==> src/rtl/pl_io_pkg.sv <==
// Shared types and constants for the PL IO pattern sequencer.
package pl_io_pkg;

  localparam int LED_W = 3;
  localparam int OTH_W = 10;
  localparam int PAT_W = LED_W + OTH_W;

  typedef enum logic [1:0] {
    WALK1 = 2'd0,
    WALK0 = 2'd1,
    BLINK = 2'd2,
    COUNT = 2'd3
  } mode_e;

  typedef enum logic [1:0] {
    PS_IDLE  = 2'd0,
    PS_PRESS = 2'd1,
    PS_LONG  = 2'd2
  } press_state_e;

  localparam logic [LED_W-1:0] LED_LOAD_WALK1 = 3'b001;
  localparam logic [LED_W-1:0] LED_LOAD_WALK0 = 3'b110;
  localparam logic [LED_W-1:0] LED_LOAD_BLINK = 3'b000;
  localparam logic [LED_W-1:0] LED_LOAD_COUNT = 3'b000;

  localparam logic [OTH_W-1:0] OTH_LOAD_WALK1 = 10'h001;
  localparam logic [OTH_W-1:0] OTH_LOAD_WALK0 = 10'h3FE;
  localparam logic [OTH_W-1:0] OTH_LOAD_BLINK = 10'h000;
  localparam logic [OTH_W-1:0] OTH_LOAD_COUNT = 10'h000;

  // Starting pattern for a mode, packed as {oth, led}
  function automatic logic [PAT_W-1:0] pattern_load(input mode_e m);
    case (m)
      WALK1:   return {OTH_LOAD_WALK1, LED_LOAD_WALK1};
      WALK0:   return {OTH_LOAD_WALK0, LED_LOAD_WALK0};
      BLINK:   return {OTH_LOAD_BLINK, LED_LOAD_BLINK};
      COUNT:   return {OTH_LOAD_COUNT, LED_LOAD_COUNT};
      default: return {OTH_LOAD_WALK1, LED_LOAD_WALK1};
    endcase
  endfunction

endpackage

==> src/rtl/k2_press_decode.sv <==
// Synchronizes and debounces push-button K2, then classifies each press
// as short or long. Each press yields exactly one single-cycle event.
module k2_press_decode #(
  parameter int DEBOUNCE_CYCLES = 1000000,
  parameter int LONG_CYCLES     = 50000000
) (
  input  logic clk,
  input  logic rst,
  input  logic k2,
  output logic short_ev,
  output logic long_ev
);
  import pl_io_pkg::*;

  localparam int DEB_W  = $clog2(DEBOUNCE_CYCLES + 1);
  localparam int HOLD_W = $clog2(LONG_CYCLES + 1);
  localparam logic [DEB_W-1:0]  DEB_MAX  = DEB_W'(DEBOUNCE_CYCLES - 1);
  localparam logic [HOLD_W-1:0] HOLD_MAX = HOLD_W'(LONG_CYCLES - 1);

  logic              sync1, sync2;
  logic [1:0]        sync_valid;
  logic              armed;
  logic              deb_level;
  logic [DEB_W-1:0]  deb_cnt;
  logic              deb_accept, deb_fall, deb_rise;
  press_state_e      state, state_n;
  logic [HOLD_W-1:0] hold_cnt, hold_n;

  // Two-flop synchronizer; presses are only armed once the real button has been seen released after reset
  always_ff @(posedge clk) begin
    if (rst) begin
      sync1      <= 1'b1;
      sync2      <= 1'b1;
      sync_valid <= 2'b00;
      armed      <= 1'b0;
    end else begin
      sync1      <= k2;
      sync2      <= sync1;
      sync_valid <= {sync_valid[0], 1'b1};
      armed      <= armed | (sync_valid[1] & sync2);
    end
  end

  assign deb_accept = (sync2 != deb_level) && (deb_cnt == DEB_MAX);
  assign deb_fall   = deb_accept & deb_level & armed;
  assign deb_rise   = deb_accept & ~deb_level;

  // Debounce: a new level is taken only after it has been stable for the full window
  always_ff @(posedge clk) begin
    if (rst) begin
      deb_level <= 1'b1;
      deb_cnt   <= '0;
    end else if (sync2 == deb_level) begin
      deb_cnt <= '0;
    end else if (deb_cnt == DEB_MAX) begin
      deb_level <= sync2;
      deb_cnt   <= '0;
    end else begin
      deb_cnt <= deb_cnt + DEB_W'(1);
    end
  end

  // Press FSM state and hold counter registers
  always_ff @(posedge clk) begin
    if (rst) begin
      state    <= PS_IDLE;
      hold_cnt <= '0;
    end else begin
      state    <= state_n;
      hold_cnt <= hold_n;
    end
  end

  // Press FSM next state and event pulses; reaching the long threshold wins over a same-cycle release
  always_comb begin
    state_n  = state;
    hold_n   = hold_cnt;
    short_ev = 1'b0;
    long_ev  = 1'b0;
    unique case (state)
      PS_IDLE: begin
        if (deb_fall) begin
          state_n = PS_PRESS;
          hold_n  = '0;
        end
      end
      PS_PRESS: begin
        if (hold_cnt == HOLD_MAX) begin
          long_ev = 1'b1;
          state_n = PS_LONG;
        end else if (deb_rise) begin
          short_ev = 1'b1;
          state_n  = PS_IDLE;
        end else begin
          hold_n = hold_cnt + HOLD_W'(1);
        end
      end
      PS_LONG: begin
        if (deb_rise) state_n = PS_IDLE;
      end
      default: state_n = PS_IDLE;
    endcase
  end

endmodule

==> src/rtl/pl_io_pattern_ctrl.sv <==
// PL IO bring-up sequencer: drives the J11 LEDs and J12/J13 header pins
// with one of four test patterns, auto-stepped or single-stepped from K2.
module pl_io_pattern_ctrl #(
  parameter int DEBOUNCE_CYCLES = 1000000,
  parameter int LONG_CYCLES     = 50000000,
  parameter int STEP_CYCLES     = 12500000
) (
  input  logic       clk,
  input  logic       rst,
  input  logic       k2,
  output logic [2:0] j11_led,
  output logic [7:0] j12,
  output logic [1:0] j13,
  output logic [1:0] mode,
  output logic       paused
);
  import pl_io_pkg::*;

  localparam int TMR_W = $clog2(STEP_CYCLES + 1);
  localparam logic [TMR_W-1:0] TMR_MAX = TMR_W'(STEP_CYCLES - 1);

  logic             short_ev, long_ev;
  mode_e            mode_r, mode_next;
  logic             paused_r;
  logic [TMR_W-1:0] tmr;
  logic [LED_W-1:0] led_r;
  logic [OTH_W-1:0] oth_r;
  logic [PAT_W-1:0] step_pat, next_load;
  logic             tick;

  k2_press_decode #(
    .DEBOUNCE_CYCLES(DEBOUNCE_CYCLES),
    .LONG_CYCLES    (LONG_CYCLES)
  ) u_decode (
    .clk     (clk),
    .rst     (rst),
    .k2      (k2),
    .short_ev(short_ev),
    .long_ev (long_ev)
  );

  assign mode_next = mode_e'(mode_r + 2'd1);
  assign next_load = pattern_load(mode_next);
  assign tick      = !paused_r && (tmr == TMR_MAX);

  // Pattern after one step in the current mode; walks rotate LEDs and header bits independently
  always_comb begin
    step_pat = {oth_r, led_r};
    unique case (mode_r)
      WALK1, WALK0: step_pat = {oth_r[OTH_W-2:0], oth_r[OTH_W-1],
                                led_r[LED_W-2:0], led_r[LED_W-1]};
      BLINK:        step_pat = ~{oth_r, led_r};
      COUNT:        step_pat = {oth_r, led_r} + PAT_W'(1);
      default:      step_pat = {oth_r, led_r};
    endcase
  end

  // Mode, pause, timer and pattern registers; button events take priority over the timer tick
  always_ff @(posedge clk) begin
    if (rst) begin
      mode_r         <= WALK1;
      paused_r       <= 1'b0;
      tmr            <= '0;
      {oth_r, led_r} <= pattern_load(WALK1);
    end else if (short_ev) begin
      {oth_r, led_r} <= step_pat;
      paused_r       <= 1'b1;
      tmr            <= '0;
    end else if (long_ev) begin
      tmr <= '0;
      if (paused_r) begin
        paused_r <= 1'b0;
      end else begin
        mode_r         <= mode_next;
        {oth_r, led_r} <= next_load;
      end
    end else if (paused_r) begin
      tmr <= '0;
    end else if (tick) begin
      tmr            <= '0;
      {oth_r, led_r} <= step_pat;
    end else begin
      tmr <= tmr + TMR_W'(1);
    end
  end

  assign j11_led = led_r;
  assign j12     = oth_r[7:0];
  assign j13     = oth_r[9:8];
  assign mode    = mode_r;
  assign paused  = paused_r;

endmodule

==> config.mk <==
export PLATFORM = sky130hd
export DESIGN_NAME = pl_io_pattern_ctrl
export DESIGN_NICKNAME = d
export VERILOG_FILES = /design/src/rtl/pl_io_pkg.sv /design/src/rtl/k2_press_decode.sv /design/src/rtl/pl_io_pattern_ctrl.sv
export SDC_FILE = /design/constraint.sdc
export NUM_CORES = 1
export LEC_CHECK = 0
export CAP_MARGIN = 20
export CORE_ASPECT_RATIO = 0.7
export CORE_MARGIN = 2
export CORE_UTILIZATION = 35
export CTS_CLUSTER_DIAMETER = 100
export CTS_CLUSTER_SIZE = 40
export DETAILED_ROUTE_END_ITERATION = 10
export PLACE_DENSITY = 0.48
export SETUP_SLACK_MARGIN = 0.05
export SLEW_MARGIN = 20
export SYNTH_ARGS = -nofsm -noshare
export SYNTH_HDL_FRONTEND = slang
export SYNTH_SLANG_ARGS = --single-unit
export TNS_END_PERCENT = 50
==> constraint.sdc <==
create_clock -name clk -period 5.8 [get_ports clk]
set_clock_uncertainty 0.05 [all_clocks]
set_input_delay 1.74 -clock clk [delete_from_list [all_inputs] [get_ports clk]]
set_output_delay 1.74 -clock clk [all_outputs]
set_load 0.01 [all_outputs]
==> results.yml, run 1 <==
place:
  dp_hpwl_um: 7750
  io_buffer_count: 18
  place_congestion: 0.814
sta:
  setup_viol: 0
  slew_headroom: 0.382
  period_share: 0.568
  max_freq_mhz: 304
  slew_violations: 0
  rsz0062_at_grt: "no"
  period_minus_slack_ns: 3.29
  finalHoldViolations: 0
  tightestPinTransition_ns: 0.925
  fin_tns_setup_ns: 0
clock_network:
  cts_max_level: 3
  cts_tree: "done"
  root_buffer: "clkbuf_16"
  cts_buffers: 9
  clockBufferDepth: 2
  holdBufCountCts: 0
  clk_pin_slew_ns: 0.07
  postCtsSetupBuffers: 0
  post_cts_resized: 0
  clock_sinks: 94
  clk_latency_ns: 0.35
die:
  row_count: 35
  core_region_area_um2: 13200
  die_h_um: 102
  start_util: 0.361
  dieWidth_um: 144
  boundaryPins: 19
  die-area_um2: 14600
hold_path:
  holdCritStartpoint: "u_decode.sync1$_SDFF_PP1_"
  hold_path.class: "flop to flop"
route:
  wirelength_um: 11000
  vias: 4122
  wl_per_cell_um: 14.1
  drc_errors: 0
  drt-pass1-iter-count: 5
  drtIter0Drc: 283
  via_per_inst: 5.26
  antenna_left: 0
grt:
  antenna_found_initial: 0
  grt_pass1_wl_um: 18600
  track_usage: 0.158
  grt.overflow.total: 0
  grt_max_degree: 48
  grt_pass1_vias: 3668
status:
  status: "finished clean"
final_layout:
  finalNetCount: 604
  antennaDiodeCount: 0
  drive_above_1_share: 0.0534
  syn2layout_area_growth_pct: 13.0
synthesis:
  synth_area_um2: 4770
  yosys_warnings: 0
  synth_commonest_cells: "94 x dfxtp_1, 76 x nor2_1, 53 x nand2_1"
  yosysUniqueCellTypes: 56
  ys_ff_latch: 94
  synth_edf_count: 0
  synth_top_area_frac: 0.394
  synthTopCellsByArea: "dfxtp_1 39%, nor2_1 6.0%, nand3_1 4.3%"
  ys_seq_area_frac: 0.394
  netlist_instances: 589
  avgSynthCellArea_um2: 8.11
  synthesis.nets: 599
  async_flop_share: 0
  synthFlopType: "dfxtp_1"
  yosys.cell_count.top_type: "dfxtp_1"
  synth_top_area_cell: "dfxtp_1"
setup_path:
  crit_fanout: 26
  crit_type: "input port to flop"
  cp-end-kind: "flop"
  cp_data_required_time_ns: 6.04
  startpoint_type: "input port"
  crit_arrival_ns: 3.53
  crit_path_start: "rst"
  crit-reg2reg-launch: "u_decode.hold_cnt[0]$_SDFFE_PP0P_"
pwr:
  p_leak_nw: 1.72
  power_mw: 1.29
  vdd_drop_max_mv: 0.141
  power.density_nw_per_um2: 240
flow_run:
  cap_violations: 0
path summary, 6_finish.rpt:
path | endpoint | slack [ns] | cells after the start
worst max-delay path | u_decode.hold_cnt[11]$_SDFFE_PP0P_ | 2.51 | 5
worst min-delay path | u_decode.sync2$_SDFF_PP1_ | 0.36 | 1
worst max register to register | oth_r[4]$_SDFFE_PP0P_ | 2.95 | 7
worst min register to register | u_decode.sync2$_SDFF_PP1_ | 0.36 | 1
layout make-up:
class                           count  area (µm²)
Clock buffer                        9         225
Clock inverter                      7        91.3
Fill cell                        1340        7830
Inverter                           16        60.1
Multi-Input combinational cell    454        2720
Sequential cell                    94        1880
Tap cell                          185         231
Timing Repair Buffer               19         188
cell usage in the layout, fill, tap and decap left out, types with 16 or more instances in the layout:
| cell type | netlist | routed |
|---|---|---|
| or3_1 | 19 | 19 |
| clkdlybuf4s50_1 | 0 | 18 |
| o21ai_0 | 31 | 31 |
| dfxtp_1 | 94 | 94 |
| xnor2_1 | 23 | 23 |
| nand3_1 | 41 | 41 |
| nand2_1 | 53 | 53 |
| a21oi_1 | 39 | 39 |
| nand4_1 | 17 | 17 |
| nor2_1 | 76 | 76 |
| and3_1 | 16 | 16 |
| xor2_1 | 19 | 19 |
cells by family after synthesis:
kind of cell             after synthesis  synth area share
multiplexers                          10            0.0212
XOR/XNOR                              42            0.0770
adder cells (fa/ha/maj)                7            0.0183
AND/OR/NAND/NOR                      286             0.312
flip-flops                            94             0.394
AO/OA/AOI/OAI                        109             0.141
buffers and inverters                 41            0.0364
state kept, by name, summed over array words and instances, names as in the netlist:
register             cells
u_decode.deb_level       1
u_decode.state           2
tmr                     24
j11_led                  3
u_decode.sync_valid      2
mode                     2
paused                   1
u_decode.hold_cnt       26
u_decode.armed           1
u_decode.sync2           1
u_decode.sync1           1
oth_r                   10
u_decode.deb_cnt        20
per-stage QoR:
step	utilization	std cells	worst slack [ns]	cell area, µm²	hold slack (ns)
2_1_floorplan	-	589	2.97	4770	0.339
3_3_place_gp	0.384	768	2.18	5080	0.345
3_5_place_dp	0.384	768	2.14	5080	0.353
4_1_cts	0.408	784	2.51	5400	0.369
5_1_grt	0.408	784	2.41	5400	0.379
6_report	0.408	784	2.51	5400	0.364
power by group:
group          total [mW]  switching [mW]  internal [mW]
clock               0.623           0.278          0.345
sequential          0.651         0.00253          0.649
combinational      0.0199          0.0142        0.00569
routing by layer:
metal  up-vias  wire (µm)  track usage
li1       2136          -            -
met1      1908       6080        0.241
met2        70       4470        0.225
met3         8        386       0.0355
met4         0        110       0.0385
met5         -          0            0
critical path, stage by stage:
cell and delay [ns]:
clkdlybuf4s50_1 0.40, buf_4 0.21, or2_2 0.53, or4_1 0.57, nand2_1 0.08
(Power assumes the default switching activity.)
==> run 2, diff against run 1 <==
- clock period: 5.8 -> 3.37 ns (I/O delays scaled with it)
==> results.yml, run 2 (same netlist as run 1, synthesis figures left out) <==
place:
  postPlaceCellArea_um2: 5090
  io_buffer_count: 18
  place_congestion: 0.853
  dpl_worst_slack_ns: 0.592
  placedCellCount: 770
  dp_hpwl_um: 7850
final_layout:
  largest_reg_flops: 26
  final_common_cell: "dfxtp_1"
  syn2layout_area_growth_pct: 13.1
  finalNetCount: 606
  drive_above_1_share: 0.0566
  antennaDiodeCount: 0
  n_fill_cell: 1354
  top_regs: "u_decode.hold_cnt x26, tmr x24, u_decode.deb_cnt x20"
  top_register: "u_decode.hold_cnt"
  fin_util: 0.408
  final_cell_count_no_fill: 786
  final_cell_mix: "94 x dfxtp_1, 76 x nor2_1, 53 x nand2_1, 41 x nand3_1, 39 x a21oi_1"
  final_area_um2: 5400
sta:
  period_share: 0.832
  slew_headroom: 0.458
  tightestPinTransition_ns: 0.806
  period_minus_slack_ns: 2.80
  setup_ws_ns: 0.567
  setup_viol: 0
  slew_violations: 0
  rsz0062_at_grt: "no"
  max_freq_mhz: 357
  fin_tns_setup_ns: 0
  hold_slack_ns: 0.376
  finalHoldViolations: 0
setup_path:
  crit_type: "flop to flop"
  startpoint_type: "flop"
  cp-end-kind: "flop"
  r2r_cells: 7
  r2r_setup_slack_ns: 0.57
  crit_fanout: 47
  crit_arrival_ns: 3.03
  cp_data_required_time_ns: 3.60
route:
  drtIter0Drc: 274
  via_per_inst: 5.28
  wirelength_um: 11100
  drc_errors: 0
  antenna_left: 0
  route.met2.wl_um: 4460
  met3_wirelength_um: 327
  top_layer_used: "met4"
  m1WireLength_um: 6170
  vias: 4150
  wl_per_cell_um: 14.1
  drt-pass1-iter-count: 4
pwr:
  vdd_drop_max_mv: 0.251
  power_mw: 2.21
  power.density_nw_per_um2: 409
  p_leak_nw: 1.73
die:
  die_h_um: 102
  boundaryPins: 19
  die-area_um2: 14600
  core_region_area_um2: 13200
  dieWidth_um: 144
  start_util: 0.361
  row_count: 35
clock_network:
  root_buffer: "clkbuf_16"
  cts_buffers: 9
  holdBufCountCts: 0
  post_cts_resized: 0
  clockBufferDepth: 2
  cts_tree: "done"
  clock_sinks: 94
  cts_max_level: 3
  clk_latency_ns: 0.35
  clk_pin_slew_ns: 0.08
  postCtsSetupBuffers: 0
grt:
  track_usage: 0.158
  grt_pass1_wl_um: 18500
  grt.overflow.total: 0
  antenna_found_initial: 0
  grt_max_degree: 48
  grt_pass1_vias: 3793
status:
  status: "finished clean"
hold_path:
  hold_path_depth: 1
  hold_path.class: "flop to flop"
flow_run:
  cap_violations: 0
-- run 2: layer usage --
| layer | up-vias | global-route usage |
|---|---|---|
| met1 | 1952 | 0.235 |
| met2 | 46 | 0.229 |
| met3 | 11 | 0.0374 |
| met5 | - | 0 |
| met4 | 0 | 0.0422 |
| li1 | 2141 | - |
-- run 2: worst max-delay path: stages (launching register included) --
cell     delay [ns]
dfxtp_1        0.37
ha_1           0.27
nand3_2        0.14
or4_4          0.51
nor4_4         0.36
o21ba_4        0.33
or4_1          0.55
a21oi_1        0.14
-- run 2: final timing paths --
kind                                   from                            endpoint
max          u_decode.deb_cnt[0]$_SDFF_PP0_  u_decode.hold_cnt[23]$_SDFFE_PP0P_
min               u_decode.sync1$_SDFF_PP1_           u_decode.sync2$_SDFF_PP1_
max reg2reg  u_decode.deb_cnt[0]$_SDFF_PP0_  u_decode.hold_cnt[23]$_SDFFE_PP0P_
min reg2reg       u_decode.sync1$_SDFF_PP1_           u_decode.sync2$_SDFF_PP1_
-- run 2: layout make-up --
type	instances	area, µm²	area share
clock buffers	9	225	0.0417
repair buffers	21	203	0.0375
multi-input cells	454	2720	0.503
inverters	16	60.1	0.0111
well taps	185	231	0.0429
clock inverters	7	81.3	0.0151
flip-flops and latches	94	1880	0.348
-- run 2: where the power goes --
part,internal (mW),leakage [nW],switching (mW),total [mW]
combinational,0.0106,0.820,0.0245,0.0351
sequential,1.12,0.759,0.00454,1.12
clock,0.536,0.151,0.516,1.05
total,1.66,1.73,0.545,2.21
